$ cat src/rtl/trig_capture_buf.sv
// trig_capture_buf: triggered capture buffer with a double-buffered RAM.
// After an accepted trigger the writer waits for a block boundary, then
// stores rec_len+1 strobed samples into the current write bank and hands the
// finished bank to the reader (rd_ready / rd_done). Triggers that cannot be
// served while the writer is idle are counted in drop_cnt (saturating).
//
// Ports:
//   clk, rst                 clock, synchronous active-high reset
//   d_in, stb_in             sample data and strobe
//   boundary                 block boundary; capture starts only here
//   trig                     single-cycle trigger request
//   rec_len                  last write address of a record
//   single_mode, arm         single-shot mode and its arm pulse
//   busy                     writer waiting for boundary or capturing
//   rd_ready                 a completed record is available
//   read_addr, d_out         read address / data (1-cycle latency)
//   rd_done                  release of the current read bank
//   drop_cnt                 count of refused triggers
//   ts_out                   trigger timestamp of read bank (optional)
//
// Optional feature: define TRIG_CAPTURE_BUF_TIMESTAMP_EN to add a free-running
// 32-bit counter, per-bank trigger timestamps and the ts_out port.
module trig_capture_buf #(
  parameter int unsigned dw = 16,
  parameter int unsigned aw = 6,
  parameter int unsigned cw = 16
) (
  input  logic          clk,
  input  logic          rst,
  input  logic [dw-1:0] d_in,
  input  logic          stb_in,
  input  logic          boundary,
  input  logic          trig,
  input  logic [aw-1:0] rec_len,
  input  logic          single_mode,
  input  logic          arm,
  output logic          busy,
  output logic          rd_ready,
  input  logic [aw-1:0] read_addr,
  output logic [dw-1:0] d_out,
  input  logic          rd_done,
  output logic [cw-1:0] drop_cnt
`ifdef TRIG_CAPTURE_BUF_TIMESTAMP_EN
  ,
  output logic [31:0]   ts_out
`endif
);

  localparam int unsigned depth = 2 ** (aw + 1);

  typedef enum logic [1:0] {W_IDLE, W_PEND, W_RUN} wstate_t;
  typedef enum logic [1:0] {B_FREE, B_FILL, B_READY} bstate_t;

  wstate_t       state, state_nxt;
  bstate_t       bank_st  [2];
  bstate_t       bank_nxt [2];
  logic [aw-1:0] waddr, waddr_nxt;
  logic [aw-1:0] len_q, len_nxt;
  logic          wbank, wbank_nxt;
  logic          rbank, rbank_nxt;
  logic          armed, armed_nxt;
  logic [cw-1:0] drop_nxt;
  logic          accept;
  logic          wr_en;
  logic [dw-1:0] mem [depth];

  // Next-state logic for writer, bank ownership, arming and drop counter.
  // Acceptance looks at the current bank state, so a bank freed by rd_done
  // in the same cycle is not yet usable.
  always_comb begin
    state_nxt = state;
    bank_nxt  = bank_st;
    waddr_nxt = waddr;
    wbank_nxt = wbank;
    rbank_nxt = rbank;
    len_nxt   = len_q;
    armed_nxt = armed;
    drop_nxt  = drop_cnt;
    wr_en     = 1'b0;
    accept    = trig && (state == W_IDLE) && (bank_st[wbank] == B_FREE) &&
                (armed || !single_mode);

    if (trig && (state == W_IDLE) && !accept && (drop_cnt != '1)) begin
      drop_nxt = drop_cnt + cw'(1);
    end

    case (state)
      W_IDLE: begin
        if (accept) begin
          state_nxt      = W_PEND;
          bank_nxt[wbank] = B_FILL;
          len_nxt        = rec_len;
        end
      end
      W_PEND: begin
        if (boundary) state_nxt = W_RUN;
      end
      W_RUN: begin
        if (stb_in) begin
          wr_en     = 1'b1;
          waddr_nxt = waddr + aw'(1);
          if (waddr == len_q) begin
            bank_nxt[wbank] = B_READY;
            wbank_nxt       = ~wbank;
            waddr_nxt       = '0;
            state_nxt       = W_IDLE;
          end
        end
      end
      default: state_nxt = W_IDLE;
    endcase

    // arm wins over the clear caused by an accepted trigger
    if (accept) armed_nxt = 1'b0;
    if (arm)    armed_nxt = 1'b1;

    // read bank is always READY (never FILLING) when released, so this never
    // collides with the completion update of the write bank
    if (rd_done && (bank_st[rbank] == B_READY)) begin
      bank_nxt[rbank] = B_FREE;
      rbank_nxt       = ~rbank;
    end
  end

  // State register; status outputs registered from next-state values.
  always_ff @(posedge clk) begin
    if (rst) begin
      state      <= W_IDLE;
      bank_st[0] <= B_FREE;
      bank_st[1] <= B_FREE;
      waddr      <= '0;
      len_q      <= '0;
      wbank      <= 1'b0;
      rbank      <= 1'b0;
      armed      <= 1'b0;
      drop_cnt   <= '0;
      busy       <= 1'b0;
      rd_ready   <= 1'b0;
    end else begin
      state    <= state_nxt;
      bank_st  <= bank_nxt;
      waddr    <= waddr_nxt;
      len_q    <= len_nxt;
      wbank    <= wbank_nxt;
      rbank    <= rbank_nxt;
      armed    <= armed_nxt;
      drop_cnt <= drop_nxt;
      busy     <= (state_nxt != W_IDLE);
      rd_ready <= (bank_nxt[rbank_nxt] == B_READY);
    end
  end

  // Sample RAM write port (contents survive reset).
  always_ff @(posedge clk) begin
    if (wr_en && !rst) mem[{wbank, waddr}] <= d_in;
  end

  // Registered read port.
  always_ff @(posedge clk) begin
    if (rst) d_out <= '0;
    else     d_out <= mem[{rbank, read_addr}];
  end

`ifdef TRIG_CAPTURE_BUF_TIMESTAMP_EN
  logic [31:0] ts_cnt;
  logic [31:0] ts_bank [2];

  // Free-running counter latched per bank at trigger acceptance.
  always_ff @(posedge clk) begin
    if (rst) begin
      ts_cnt     <= '0;
      ts_bank[0] <= '0;
      ts_bank[1] <= '0;
      ts_out     <= '0;
    end else begin
      ts_cnt <= ts_cnt + 32'(1);
      if (accept) ts_bank[wbank] <= ts_cnt;
      ts_out <= (accept && (wbank == rbank_nxt)) ? ts_cnt : ts_bank[rbank_nxt];
    end
  end
`endif

endmodule

$ cat config.mk
export PLATFORM = sky130hd
export DESIGN_NAME = trig_capture_buf
export DESIGN_NICKNAME = d
export VERILOG_FILES = /design/src/rtl/trig_capture_buf.sv
export SDC_FILE = /design/constraint.sdc
export NUM_CORES = 2
export LEC_CHECK = 0
export CAP_MARGIN = 15
export CORE_MARGIN = 2
export CORE_UTILIZATION = 32
export DETAILED_ROUTE_END_ITERATION = 10
export PLACE_DENSITY = 0.42
export SLEW_MARGIN = 20
export SYNTH_ARGS = -nofsm -noshare
export SYNTH_HDL_FRONTEND = slang
export SYNTH_SLANG_ARGS = --single-unit
$ cat constraint.sdc
create_clock -name clk -period 8.4 [get_ports clk]
set_input_delay 1.26 -clock clk [delete_from_list [all_inputs] [get_ports clk]]
set_output_delay 1.26 -clock clk [all_outputs]
set_load 0.005 [all_outputs]
==> results.yml <==
setup_path:
  crit_arrival_ns: 5.35
  rrSetupSlack_ns: 4.71
  rr_startpoint: "rbank"
  cp.required_ns: 9.04
  path_class: "input pin to flop"
  reg2reg_depth: 7
  start_kind: "input pin"
  cp_max_fo: 47
  endpoint_kind: "flop"
  reg2reg_to: "d_out[0]"
place:
  port_buffers: 69
  gp_congestion: 0.810
  dpl.hpwl_um: 148000
  dp_cells: 7353
synthesis:
  syn_area_mm2: 0.0809
  synthCells: 3989
  synth_fp_nets: 4027
  yosysSeqAreaShare_pct: 77.4
  synthTopCellsByCount: "2048 x edfxtp_1, 369 x mux4_2, 278 x mux2i_1"
  synth_enable_flop_cells: 2048
  async_flop_share_pct: 0
  yosysWarnings: 0
  ys.flop_type: "edfxtp_1"
  ys_ff_latch: 2103
  synth.area.top_cells: "edfxtp_1 76%, mux4_2 10%, mux2i_1 3.4%, a22oi_1 1.6%, dfxtp_1 1.4%"
  synth_top_cell_area_share_pct: 76.1
  yosysTopAreaCell: "edfxtp_1"
  post_synth_num_cell_types: 54
  avgSynthCellArea_um2: 20.3
  yosysMostFrequentCell: "edfxtp_1"
floorplan:
  die_area_mm2: 0.257
  die_w_um: 507
  io_pins: 70
  die_y_um: 507
  initial_core_util_pct: 32.2
  row_count: 184
  core_mm2: 0.251
sta:
  fin_crit_sh_pct: 56.0
  fin_setup_tns_ns: 0
  finClkSkew_ns: 0.0737
  hold_slack_ns: 0.488
  tightest_slew_ns: 1.22
  finalCriticalPeriod_ns: 4.71
  setup_viol: 0
  rsz0062_at_grt: "no"
  fmax_mhz: 212
  final_max_slew_viol_count: 0
  relSlewSlack_pct: 18.3
  hold_viol: 0
pwr:
  p_switching_mw: 4.77
  p_comb_share_pct: 4.2
  p_int_mw: 17.2
  vdd_drop_max_mv: 0.191
  p_leak_nw: 29.2
  power_density_mw_per_mm2: 235
  swShare_pct: 21.7
  p_seq_share_pct: 52.5
  p_clk_share_pct: 43.3
finish:
  nFillCells: 23100
  stdcell_count: 7771
  syn_to_final_growth_pct: 15.6
  nets: 4268
  drive_gt1_share_pct: 22.5
grt:
  antenna_found_initial: 16
  grt_max_degree: 108
  grt_usage_pct: 18.7
  grt_pass1_vias: 40700
  grt-ovfl-total: 0
  grt_pass1_wl_um: 338000
min_path:
  holdPathStages: 2
  min_to: "armed"
  hold_path.startpoint: "armed"
  hold_class: "flop to flop"
detailed_routing:
  vias_per_cell: 5.18
  drc: 0
  wire_per_inst_um: 31.2
  final_antenna_net_count: 0
  drtPass1Iterations: 5
  wl_um: 242000
  drt-initial-drc-count: 4184
  vias: 40300
status:
  status: "complete, no violations"
clocking:
  clk_pin_slew_ns: 0.06
  clock_sinks: 2103
  post_cts_resized: 0
  htreeDepth: 4
  cts_buffers: 223
  ctsHoldBuffers: 0
  clockBufferDepth: 3
  clk_latency_ns: 0.85
  cts_root_buf: "clkbuf_16"
  cts_tree: "built"
  post_cts_buffers: 0
flow_run:
  drv_cap: 0
cell type report:
type	instances	area (um^2)	share of cell area, %
inverter	9	33.8	0.0361
sequential	2103	62600	67.0
antenna	8	20.0	0.0214
tap	3348	4190	4.48
clock buffer	308	6200	6.63
multi-input combinational	1635	17400	18.6
clock inverter	102	868	0.929
timing repair buffer	258	2200	2.35
layout by cell type (no fill, tap or decap), drive strengths merged, types with 37 or more instances in the layout:
master,count
mux4,369
edfxtp,2048
clkdlybuf4s50,49
a211oi,47
dfxtp,55
nor3,74
nand4,37
nor2,139
nand2,98
clkbuf,308
buf,209
mux2i,278
a22oi,169
clkinv,83
nand3,172
worst max-delay path: stages:
cell and delay, ns:
buf_8 0.43, buf_4 0.63, buf_4 0.53, nand2_1 0.56
a211oi_1 0.45, a211oi_1 0.16, a211oi_1 1.02, a41oi_1 0.23
power groups by stage:
stage               sequential, mW  clock, mW  combinational (mW)
finish                        11.6       9.53               0.929
global route                  11.5       10.2               0.992
CTS                           11.5       9.79               0.959
detailed placement            11.8          0               0.957
global placement              11.8          0               0.952
floorplan                     11.7          0               0.468
logic make-up (layout without fill, tap and decap cells):
logic type / Yosys count / after routing / synth area share (%)
multiplexers: 647 / 647 / 13.7
AND/OR/NAND/NOR: 602 / 602 / 3.62
adder cells (fa/ha/maj): 2 / 2 / 0.0309
flip-flops: 2103 / 2103 / 77.4
XOR/XNOR: 21 / 21 / 0.227
buffers and inverters: 251 / 677 / 1.66
other: 0 / 8 / 0
AO/OA/AOI/OAI: 363 / 363 / 3.32
stage by stage:
stage	utilization, %	area (um^2)	worst slack [ns]	power [mW]
after floorplan	-	80900	4.55	12.2
after global placement	34.3	86300	2.72	12.7
after detailed placement	34.4	86400	2.76	12.7
after CTS	37.2	93400	3.67	22.3
after global routing	37.2	93500	3.41	22.7
final	37.2	93500	3.69	22.0
how the worst max path moves through the flow:
stage	start	cells past startpoint	endpoint	slack [ns]
2_1_floorplan	stb_in	6	mem[111][0]	4.55
3_3_place_gp	read_addr[0]	8	d_out[1]	2.72
3_5_place_dp	read_addr[0]	8	d_out[4]	2.76
4_1_cts	read_addr[0]	8	d_out[4]	3.67
5_1_grt	read_addr[0]	8	d_out[4]	3.41
6_report	read_addr[0]	8	d_out[4]	3.69
registers in the layout, summed over array words and instances (netlist names), 2 cells and up:
| register | cells |
|---|---|
| mem | 2048 |
| len_q | 6 |
| d_out | 16 |
| drop_cnt | 16 |
| bank_st | 4 |
| state | 2 |
| waddr | 6 |
per-layer routing:
layer	share of wire [%]	vias to the layer above	global-route usage, %
met5	0.0050	-	0
met2	50	1003	31.2
met4	1.8	2	3.98
met1	44	21900	25.8
met3	4.9	256	2.74
li1	-	17100	-
No activity file was read; power rests on OpenSTA's default activity.
